`src/rtl/itrx_aib_phy_rx_word_align_pkg.sv`:
```
// ----------------------------------------------------------------------------
// itrx_aib_phy_rx_word_align_pkg
// Shared definitions for the AIB RX word aligner: alignment state encoding,
// the width of the good/bad group counters, and the group-judgement helper.
// No ports.
// ----------------------------------------------------------------------------
package itrx_aib_phy_rx_word_align_pkg;

    // Good/bad group counters are 4 bits wide, so lock thresholds go up to 15.
    localparam int CNT_W = 4;

    typedef enum logic [1:0] {
        ST_HUNT   = 2'd0,
        ST_VERIFY = 2'd1,
        ST_LOCKED = 2'd2
    } align_state_e;

    // A group is bad when its last word lacks the marker, or when a marker
    // already showed up earlier in the same group.
    function automatic logic group_is_bad(input logic mark, input logic early_mark);
        return !mark || early_mark;
    endfunction

endpackage

```
`src/rtl/itrx_aib_phy_rx_word_align_if.sv`:
```
// ----------------------------------------------------------------------------
// itrx_aib_phy_rx_word_align_if
// Bundles the aligner's data path and status signals.
//   align_en   enable alignment (low = return to HUNT)
//   rx_din     recovered DW-bit word, one per clk
//   dout       aligned wide word, first-received word in bits [DW-1:0]
//   dout_vld   1-clk pulse, dout valid
//   locked     alignment lock status
//   align_err  1-clk pulse when lock is lost
// Modports: master = upstream driver / status consumer, slave = the aligner.
// ----------------------------------------------------------------------------
interface itrx_aib_phy_rx_word_align_if #(
    parameter int DW    = 40,
    parameter int RATIO = 4
);
    logic                  align_en;
    logic [DW-1:0]         rx_din;
    logic [DW*RATIO-1:0]   dout;
    logic                  dout_vld;
    logic                  locked;
    logic                  align_err;

    modport master (
        output align_en,
        output rx_din,
        input  dout,
        input  dout_vld,
        input  locked,
        input  align_err
    );

    modport slave (
        input  align_en,
        input  rx_din,
        output dout,
        output dout_vld,
        output locked,
        output align_err
    );
endinterface

```
`src/rtl/itrx_aib_phy_rx_word_align_fsm.sv`:
```
// ----------------------------------------------------------------------------
// itrx_aib_phy_rx_word_align_fsm
// Alignment control: HUNT/VERIFY/LOCKED state, group phase, good and bad
// group counters. Produces the combinational load strobe for the dout
// register and the registered locked / align_err outputs.
// Ports:
//   clk, rstn   word clock, async active-low reset
//   align_en    enable; low forces HUNT on the next clk
//   mark        marker bit of the current word
//   load        this clk completes a group that is to be output
//   locked      lock status (registered)
//   align_err   1-clk pulse when lock is lost (registered)
// ----------------------------------------------------------------------------
module itrx_aib_phy_rx_word_align_fsm
    import itrx_aib_phy_rx_word_align_pkg::*;
#(
    parameter int RATIO      = 4,
    parameter int LOCK_CNT   = 4,
    parameter int UNLOCK_CNT = 2
) (
    input  logic clk,
    input  logic rstn,
    input  logic align_en,
    input  logic mark,
    output logic load,
    output logic locked,
    output logic align_err
);

    // RATIO=1 still gets a 1-bit phase so the vector is never zero-width;
    // it simply stays at 0.
    localparam int                PH_W       = (RATIO > 1) ? $clog2(RATIO) : 1;
    localparam logic [PH_W-1:0]   PH_LAST    = PH_W'(RATIO - 1);
    localparam logic [CNT_W-1:0]  LOCK_TGT   = CNT_W'(LOCK_CNT);
    localparam logic [CNT_W-1:0]  UNLOCK_TGT = CNT_W'(UNLOCK_CNT);

    align_state_e      state_reg, state_next;
    logic [PH_W-1:0]   phase_reg, phase_next;
    logic [CNT_W-1:0]  good_cnt_reg, good_cnt_next;
    logic [CNT_W-1:0]  bad_cnt_reg, bad_cnt_next;
    logic              early_reg, early_next;
    logic              locked_reg, locked_next;
    logic              align_err_reg, align_err_next;

    logic              group_end;
    logic              group_bad;
    logic [CNT_W-1:0]  good_inc;
    logic [CNT_W-1:0]  bad_inc;

    assign group_end = (phase_reg == PH_LAST);
    assign group_bad = group_is_bad(mark, early_reg);
    assign good_inc  = good_cnt_reg + CNT_W'(1);
    assign bad_inc   = bad_cnt_reg + CNT_W'(1);

    always_ff @(posedge clk or negedge rstn) begin
        if (!rstn) begin
            state_reg     <= ST_HUNT;
            phase_reg     <= '0;
            good_cnt_reg  <= '0;
            bad_cnt_reg   <= '0;
            early_reg     <= 1'b0;
            locked_reg    <= 1'b0;
            align_err_reg <= 1'b0;
        end else begin
            state_reg     <= state_next;
            phase_reg     <= phase_next;
            good_cnt_reg  <= good_cnt_next;
            bad_cnt_reg   <= bad_cnt_next;
            early_reg     <= early_next;
            locked_reg    <= locked_next;
            align_err_reg <= align_err_next;
        end
    end

    always_comb begin
        state_next     = state_reg;
        phase_next     = group_end ? '0 : phase_reg + PH_W'(1);
        good_cnt_next  = good_cnt_reg;
        bad_cnt_next   = bad_cnt_reg;
        // Remember any marker seen before the last word of the group.
        early_next     = group_end ? 1'b0 : (early_reg | mark);
        align_err_next = 1'b0;
        load           = 1'b0;

        if (!align_en) begin
            // Disable wins over anything else happening this clk.
            state_next    = ST_HUNT;
            good_cnt_next = '0;
            bad_cnt_next  = '0;
            early_next    = 1'b0;
        end else begin
            case (state_reg)
                ST_HUNT: begin
                    early_next = 1'b0;
                    if (mark) begin
                        // The marker word closes a group: next word is phase 0,
                        // and this group already counts as the first good one.
                        phase_next    = '0;
                        good_cnt_next = CNT_W'(1);
                        bad_cnt_next  = '0;
                        state_next    = (LOCK_CNT <= 1) ? ST_LOCKED : ST_VERIFY;
                    end
                end
                ST_VERIFY: begin
                    if (group_end) begin
                        if (group_bad) begin
                            state_next    = ST_HUNT;
                            good_cnt_next = '0;
                        end else begin
                            good_cnt_next = good_inc;
                            if (good_inc == LOCK_TGT) begin
                                state_next   = ST_LOCKED;
                                bad_cnt_next = '0;
                            end
                        end
                    end
                end
                ST_LOCKED: begin
                    if (group_end) begin
                        if (group_bad) begin
                            if (bad_inc == UNLOCK_TGT) begin
                                // Lock lost: the final bad group is not output.
                                state_next     = ST_HUNT;
                                align_err_next = 1'b1;
                                bad_cnt_next   = '0;
                                good_cnt_next  = '0;
                            end else begin
                                bad_cnt_next = bad_inc;
                                load         = 1'b1;
                            end
                        end else begin
                            bad_cnt_next = '0;
                            load         = 1'b1;
                        end
                    end
                end
                default: begin
                    state_next = ST_HUNT;
                end
            endcase
        end

        locked_next = (state_next == ST_LOCKED);
    end

    assign locked    = locked_reg;
    assign align_err = align_err_reg;

endmodule

```
`src/rtl/itrx_aib_phy_rx_word_align.sv`:
```
// ----------------------------------------------------------------------------
// itrx_aib_phy_rx_word_align
// RX word aligner for the AIB data path. Finds the TX alignment marker bit in
// the recovered word stream, assembles RATIO words into one aligned wide word
// and reports lock status.
// Ports:
//   clk    RX word clock
//   rstn   async active-low reset
//   bus    slave side of itrx_aib_phy_rx_word_align_if
//          (align_en, rx_din in; dout, dout_vld, locked, align_err out)
// ----------------------------------------------------------------------------
module itrx_aib_phy_rx_word_align
    import itrx_aib_phy_rx_word_align_pkg::*;
#(
    parameter int DW         = 40,
    parameter int RATIO      = 4,
    parameter int MARK_BIT   = 39,
    parameter int LOCK_CNT   = 4,
    parameter int UNLOCK_CNT = 2
) (
    input  logic                          clk,
    input  logic                          rstn,
    itrx_aib_phy_rx_word_align_if.slave   bus
);

    logic                  mark;
    logic                  load;
    logic [DW*RATIO-1:0]   win;
    logic [DW*RATIO-1:0]   dout_reg;
    logic                  dout_vld_reg;

    assign mark = bus.rx_din[MARK_BIT];

    // The window seen at a group end: the RATIO-1 previously captured words
    // (oldest in the low slot) plus the current word on top.
    assign win[DW*RATIO-1 -: DW] = bus.rx_din;

    generate
        if (RATIO > 1) begin : g_hist
            logic [DW*(RATIO-1)-1:0] hist_reg;

            always_ff @(posedge clk or negedge rstn) begin
                if (!rstn) begin
                    hist_reg <= '0;
                end else begin
                    for (int i = 0; i < RATIO - 2; i++) begin
                        hist_reg[i*DW +: DW] <= hist_reg[(i+1)*DW +: DW];
                    end
                    hist_reg[(RATIO-2)*DW +: DW] <= bus.rx_din;
                end
            end

            assign win[DW*(RATIO-1)-1:0] = hist_reg;
        end
    endgenerate

    itrx_aib_phy_rx_word_align_fsm #(
        .RATIO      (RATIO),
        .LOCK_CNT   (LOCK_CNT),
        .UNLOCK_CNT (UNLOCK_CNT)
    ) u_fsm (
        .clk       (clk),
        .rstn      (rstn),
        .align_en  (bus.align_en),
        .mark      (mark),
        .load      (load),
        .locked    (bus.locked),
        .align_err (bus.align_err)
    );

    // dout only changes on an output group, so it holds across VERIFY,
    // HUNT and disable periods.
    always_ff @(posedge clk or negedge rstn) begin
        if (!rstn) begin
            dout_reg     <= '0;
            dout_vld_reg <= 1'b0;
        end else begin
            dout_vld_reg <= load;
            if (load) begin
                dout_reg <= win;
            end
        end
    end

    assign bus.dout     = dout_reg;
    assign bus.dout_vld = dout_vld_reg;

endmodule

```
`src/flat_wrapper.sv`:
```
// flat-port wrapper written by rule: the top's interface ports become plain ports
module itrx_aib_phy_rx_word_align_flat import itrx_aib_phy_rx_word_align_pkg::*;
#(
    parameter int DW         = 40,
    parameter int RATIO      = 4,
    parameter int MARK_BIT   = 39,
    parameter int LOCK_CNT   = 4,
    parameter int UNLOCK_CNT = 2
)
  (clk, rstn, bus_align_en, bus_rx_din, bus_dout, bus_dout_vld, bus_locked, bus_align_err);
  itrx_aib_phy_rx_word_align_if #(.DW(DW), .RATIO(RATIO)) bus_i ();
  input  logic clk;
  input  logic rstn;
  input wire logic [$bits(bus_i.align_en)-1:0] bus_align_en;
  input wire logic [$bits(bus_i.rx_din)-1:0] bus_rx_din;
  output wire logic [$bits(bus_i.dout)-1:0] bus_dout;
  output wire logic [$bits(bus_i.dout_vld)-1:0] bus_dout_vld;
  output wire logic [$bits(bus_i.locked)-1:0] bus_locked;
  output wire logic [$bits(bus_i.align_err)-1:0] bus_align_err;
  assign bus_i.align_en = bus_align_en;
  assign bus_i.rx_din = bus_rx_din;
  assign bus_dout = bus_i.dout;
  assign bus_dout_vld = bus_i.dout_vld;
  assign bus_locked = bus_i.locked;
  assign bus_align_err = bus_i.align_err;
  itrx_aib_phy_rx_word_align #(.DW(DW), .RATIO(RATIO), .MARK_BIT(MARK_BIT), .LOCK_CNT(LOCK_CNT), .UNLOCK_CNT(UNLOCK_CNT)) u_core (.clk(clk), .rstn(rstn), .bus(bus_i));
endmodule
```
`config.mk`:
```
export PLATFORM = sky130hd
export DESIGN_NAME = itrx_aib_phy_rx_word_align_flat
export DESIGN_NICKNAME = d
export VERILOG_FILES = /design/src/rtl/itrx_aib_phy_rx_word_align_pkg.sv /design/src/rtl/itrx_aib_phy_rx_word_align_if.sv /design/src/rtl/itrx_aib_phy_rx_word_align_fsm.sv /design/src/rtl/itrx_aib_phy_rx_word_align.sv /design/src/flat_wrapper.sv
export SDC_FILE = /design/constraint.sdc
export NUM_CORES = 1
export LEC_CHECK = 0
export ABC_AREA = 0
export ABC_CLOCK_PERIOD_IN_PS = 3200
export CAP_MARGIN = 20
export CORE_UTILIZATION = 41
export DETAILED_ROUTE_END_ITERATION = 8
export MAX_ROUTING_LAYER = met4
export PLACE_DENSITY = 0.66
export SKIP_LAST_GASP = 1
export SLEW_MARGIN = 20
export SYNTH_ARGS = -nofsm -noshare
export SYNTH_HDL_FRONTEND = slang
export SYNTH_SLANG_ARGS = --single-unit
```
`constraint.sdc`:
```
create_clock -name clk -period 3.2 [get_ports clk]
set_input_delay 0.48 -clock clk [delete_from_list [all_inputs] [get_ports clk]]
set_output_delay 0.48 -clock clk [all_outputs]
set_load 0.02 [all_outputs]
```
==> summary.md <==
### Critical path
- flip-flop — launching element type of the critical path
- compound AO/OA/AOI/OAI gates — delay-heaviest family, CP
- 0.46 ns — Slowest Stage Delay on Critical Path
- 1 — buffer and inverter count on the worst path
- 3.62 ns — Crit path required time
- u_core.bus.dout[38] — endpoint of the worst-slack reg-to-reg timing path
- 7 — R2R depth
- 2.93 ns — arrival time at the worst endpoint
- reg2reg — critical path type
- ha_1, and2_1, a21oi_2, o311a_4, nand2_8, buf_12, mux2_2 — cell chain of the critical path
- 40 — Max Fanout on Critical Path
- u_core.u_fsm.bad_cnt_reg[0] — Reg-to-Reg Start
- flip-flop — kind of end point of the critical path
- dfrtp_1 — highest-delay cell along the critical path
- 0.69 ns — internal reg-to-reg setup slack

### STA
- 14 — final-report hold violation count
- 78.31% — fraction of the cycle the final worst path needs
- 0.007968 ns — post-route clock skew
- 0 ns — final-layout setup total negative slack
- 0 — final-report setup violation count
- 0.3991 GHz — timing-limited maximum frequency
- false — setup repair after global routing missed its margin
- 2.506 ns — Min Clock Period, post-route
- 0 — final slew viol count
- -0.01007 ns — final hold slack
- 50.27% — slew margin rel.
- 0.7460 ns — worst slew pin tran
- 0.6942 ns — post-route setup slack

### Power
- 0.001594 W — P_sw
- 0.005852 W — internal power of the cells
- 3.4% — Comb pwr share
- 6.702 nW — Static Leak
- 538.7 nW/um^2 — pwr dens
- 52.2% — proportion of power drawn by flip-flops and latches
- 44.4% — portion of total power attributed to the clock network
- 422.4 uV — worst ir drop on vdd
- 21.41% — net switching fraction of the power

### Placed design
- 12860 um^2 — cell area after placement
- 205 — Port Buffer Count
- 13260 um — half-perimeter wire length of the detailed placement result
- 1099 — number of placed instances with taps included
- 0.3282 ns — Post-Place Worst Slack
- 0.8834 — Placer Congestion

### Floorplanning
- 161.9 um — vertical extent of the die
- 58 — total number of placement rows
- 25110 um^2 — core outline area
- 26210 um^2 — full die area
- 41.75% — Initial Utilization
- 161.9 um — DIE WIDTH
- 206 — Top Ports

### Route
- 416 — starting DRC count in detailed routing
- 4.775 — vias per std cell
- 19590 um — final routed wirelength across all metal layers
- 5 — first drt pass iteration count
- 5501 — total number of vias
- 0 — antenna violation net count after detailed routing
- 17.01 um — post-DR wirelength/cell
- 0 — DRC Markers

### Clock tree
- 296 — number of sinks driven by the clock tree
- yes — clock tree from TritonCTS
- 0.54 ns — clock latency on the worst-skew pair
- 1 — maximum level of the CTS H-tree
- 0 — count of hold buffers inserted by post-cts repair
- 3 — number of buffers on the longest clock path
- 0 — buffer count from post-CTS setup fixing
- 0.06 ns — clock-pin slew on the worst setup and hold paths
- 0 — Resized cells post-CTS
- clkbuf_16 — Clk Tree Root Cell
- 30 — CTS buffer count

### Cells and area
- dfrtp_1, clkdlybuf4s50_1, mux2_4, mux2_2, clkbuf_16 — highest-count cells in the layout ignoring fill and taps
- 27.74% — proportion of layout cells with a drive suffix above 1
- 31.85% — area grow syn2layout
- 13820 um^2 — Layout Cell Area excl Fill
- dfrtp_1 — commonest non-fill, non-tap cell in the layout
- 160 — max reg flops
- 853 — final net count
- 0 — number of antenna cells inserted
- 2015 — fill cell count
- 1152 — Non-Filler Instances

### Flow run
- 0 — max-capacitance violation count

### GRT
- 0 — initial antenna violation count
- 15.63% — Overall Global Routing Usage
- 0 — GRT Residual Overflow
- 102 — pin count of the biggest net entering global routing
- 31970 um — wire length of the first global-routing pass
- 5892 — number of global-route vias before repair

### Synth
- dfrtp_1 — biggest area consumer among synthesized cells
- 0 — count of flip-flops with a built-in enable after synthesis
- 18.29 um^2 — Mapped Avg Cell Area
- 10480 um^2 — Synth Cell Area
- 70.66% — post-synthesis sequential area ratio
- 573 — number of instances in the synthesized netlist
- 100.0% — share of async-settable or async-resettable flops after synthesis
- dfrtp_1 — most frequently used flop master after synthesis
- 47 — Distinct cells, synth
- dfrtp_1, mux2_4, mux2_2 — largest cells by area after synthesis
- 625 — net count after synthesis
- 296 — synthesis-stage register bit count
- 0 — synth warn
- 70.66% — area share of the largest cell type after synthesis

### Worst hold path
- in2async — class of the worst hold path

### Status
- finished with violations — run status
- negative hold slack — violated checks

worst register-to-register path, delay by kind of cell, from the launching register on:
family	cells	cell delay [ns]
multiplexers	1	0.39
AO/OA/AOI/OAI	2	0.50
AND/OR/NAND/NOR	2	0.39
flip-flops	1	0.46
adder cells (fa/ha/maj)	1	0.33
buffers and inverters	1	0.31
through the flow:
step | total power [W] | utilization (%)
floorplan | 0.004016 | -
global placement | 0.004190 | 51.23
detailed placement | 0.004210 | 51.23
CTS | 0.007558 | 55.04
global route | 0.007760 | 55.04
finish | 0.007445 | 55.04
worst max-delay path by stage:
stage                                startpoint                    to  cells past startpoint
global placement                 bus_rx_din[39]   u_core.bus.dout[58]                      6
floorplan           u_core.u_fsm.bad_cnt_reg[0]  u_core.bus.dout[100]                      8
global route        u_core.u_fsm.bad_cnt_reg[0]   u_core.bus.dout[58]                      7
detailed placement               bus_rx_din[39]   u_core.bus.dout[38]                      6
CTS                 u_core.u_fsm.bad_cnt_reg[0]   u_core.bus.dout[38]                      7
finish              u_core.u_fsm.bad_cnt_reg[0]   u_core.bus.dout[38]                      7
metal layers:
metal | vias up | track usage, % | share of wire (%)
li1 | 2457 | - | -
met1 | 2792 | 21.16 | 45
met2 | 207 | 24.33 | 47
met3 | 45 | 2.783 | 5.8
met4 | 0 | 4.288 | 2.0
met5 | - | - | 0
power groups by stage:
stage          sequential [W]  clock, W  combinational [W]
2_1_floorplan         0.00394         0          0.0000790
3_3_place_gp          0.00395         0           0.000242
3_5_place_dp          0.00395         0           0.000255
4_1_cts               0.00389   0.00342           0.000256
5_1_grt               0.00390   0.00358           0.000285
6_report              0.00389   0.00331           0.000252
cell families (layout without fill, tap and decap cells):
| family | Yosys count | in the layout | share of synthesized area [%] |
|---|---|---|---|
| simple gates | 47 | 47 | 2.674 |
| mux | 160 | 160 | 20.37 |
| compound gates | 35 | 35 | 2.471 |
| flops | 296 | 296 | 70.66 |
| buf+inv | 26 | 275 | 2.745 |
| fa+ha+maj | 9 | 9 | 1.074 |
synth_stat cells (2+ instances only):
master,number
a2111oi_1,2
a311oi_1,2
a31oi_1,2
and2_1,5
and3b_1,2
buf_12,10
buf_4,7
dfrtp_1,296
ha_1,9
inv_1,7
mux2_2,71
mux2_4,89
nand2_1,8
nand2b_1,5
nand3_1,5
nand4_1,2
nor2_1,4
nor2b_1,2
nor3b_1,2
o21ai_0,14
o31ai_1,2
or3_1,2
cell type report:
type	instances	area (um^2)	area share [%]
well taps	330	412.9	2.987
clock buffers	39	875.8	6.337
repair buffers	215	2220	16.06
inverters	7	26.28	0.1901
multi-input cells	251	2796	20.23
clock inverters	14	82.58	0.5975
flip-flops and latches	296	7407	53.59
Power figures use the tool's default switching activity.
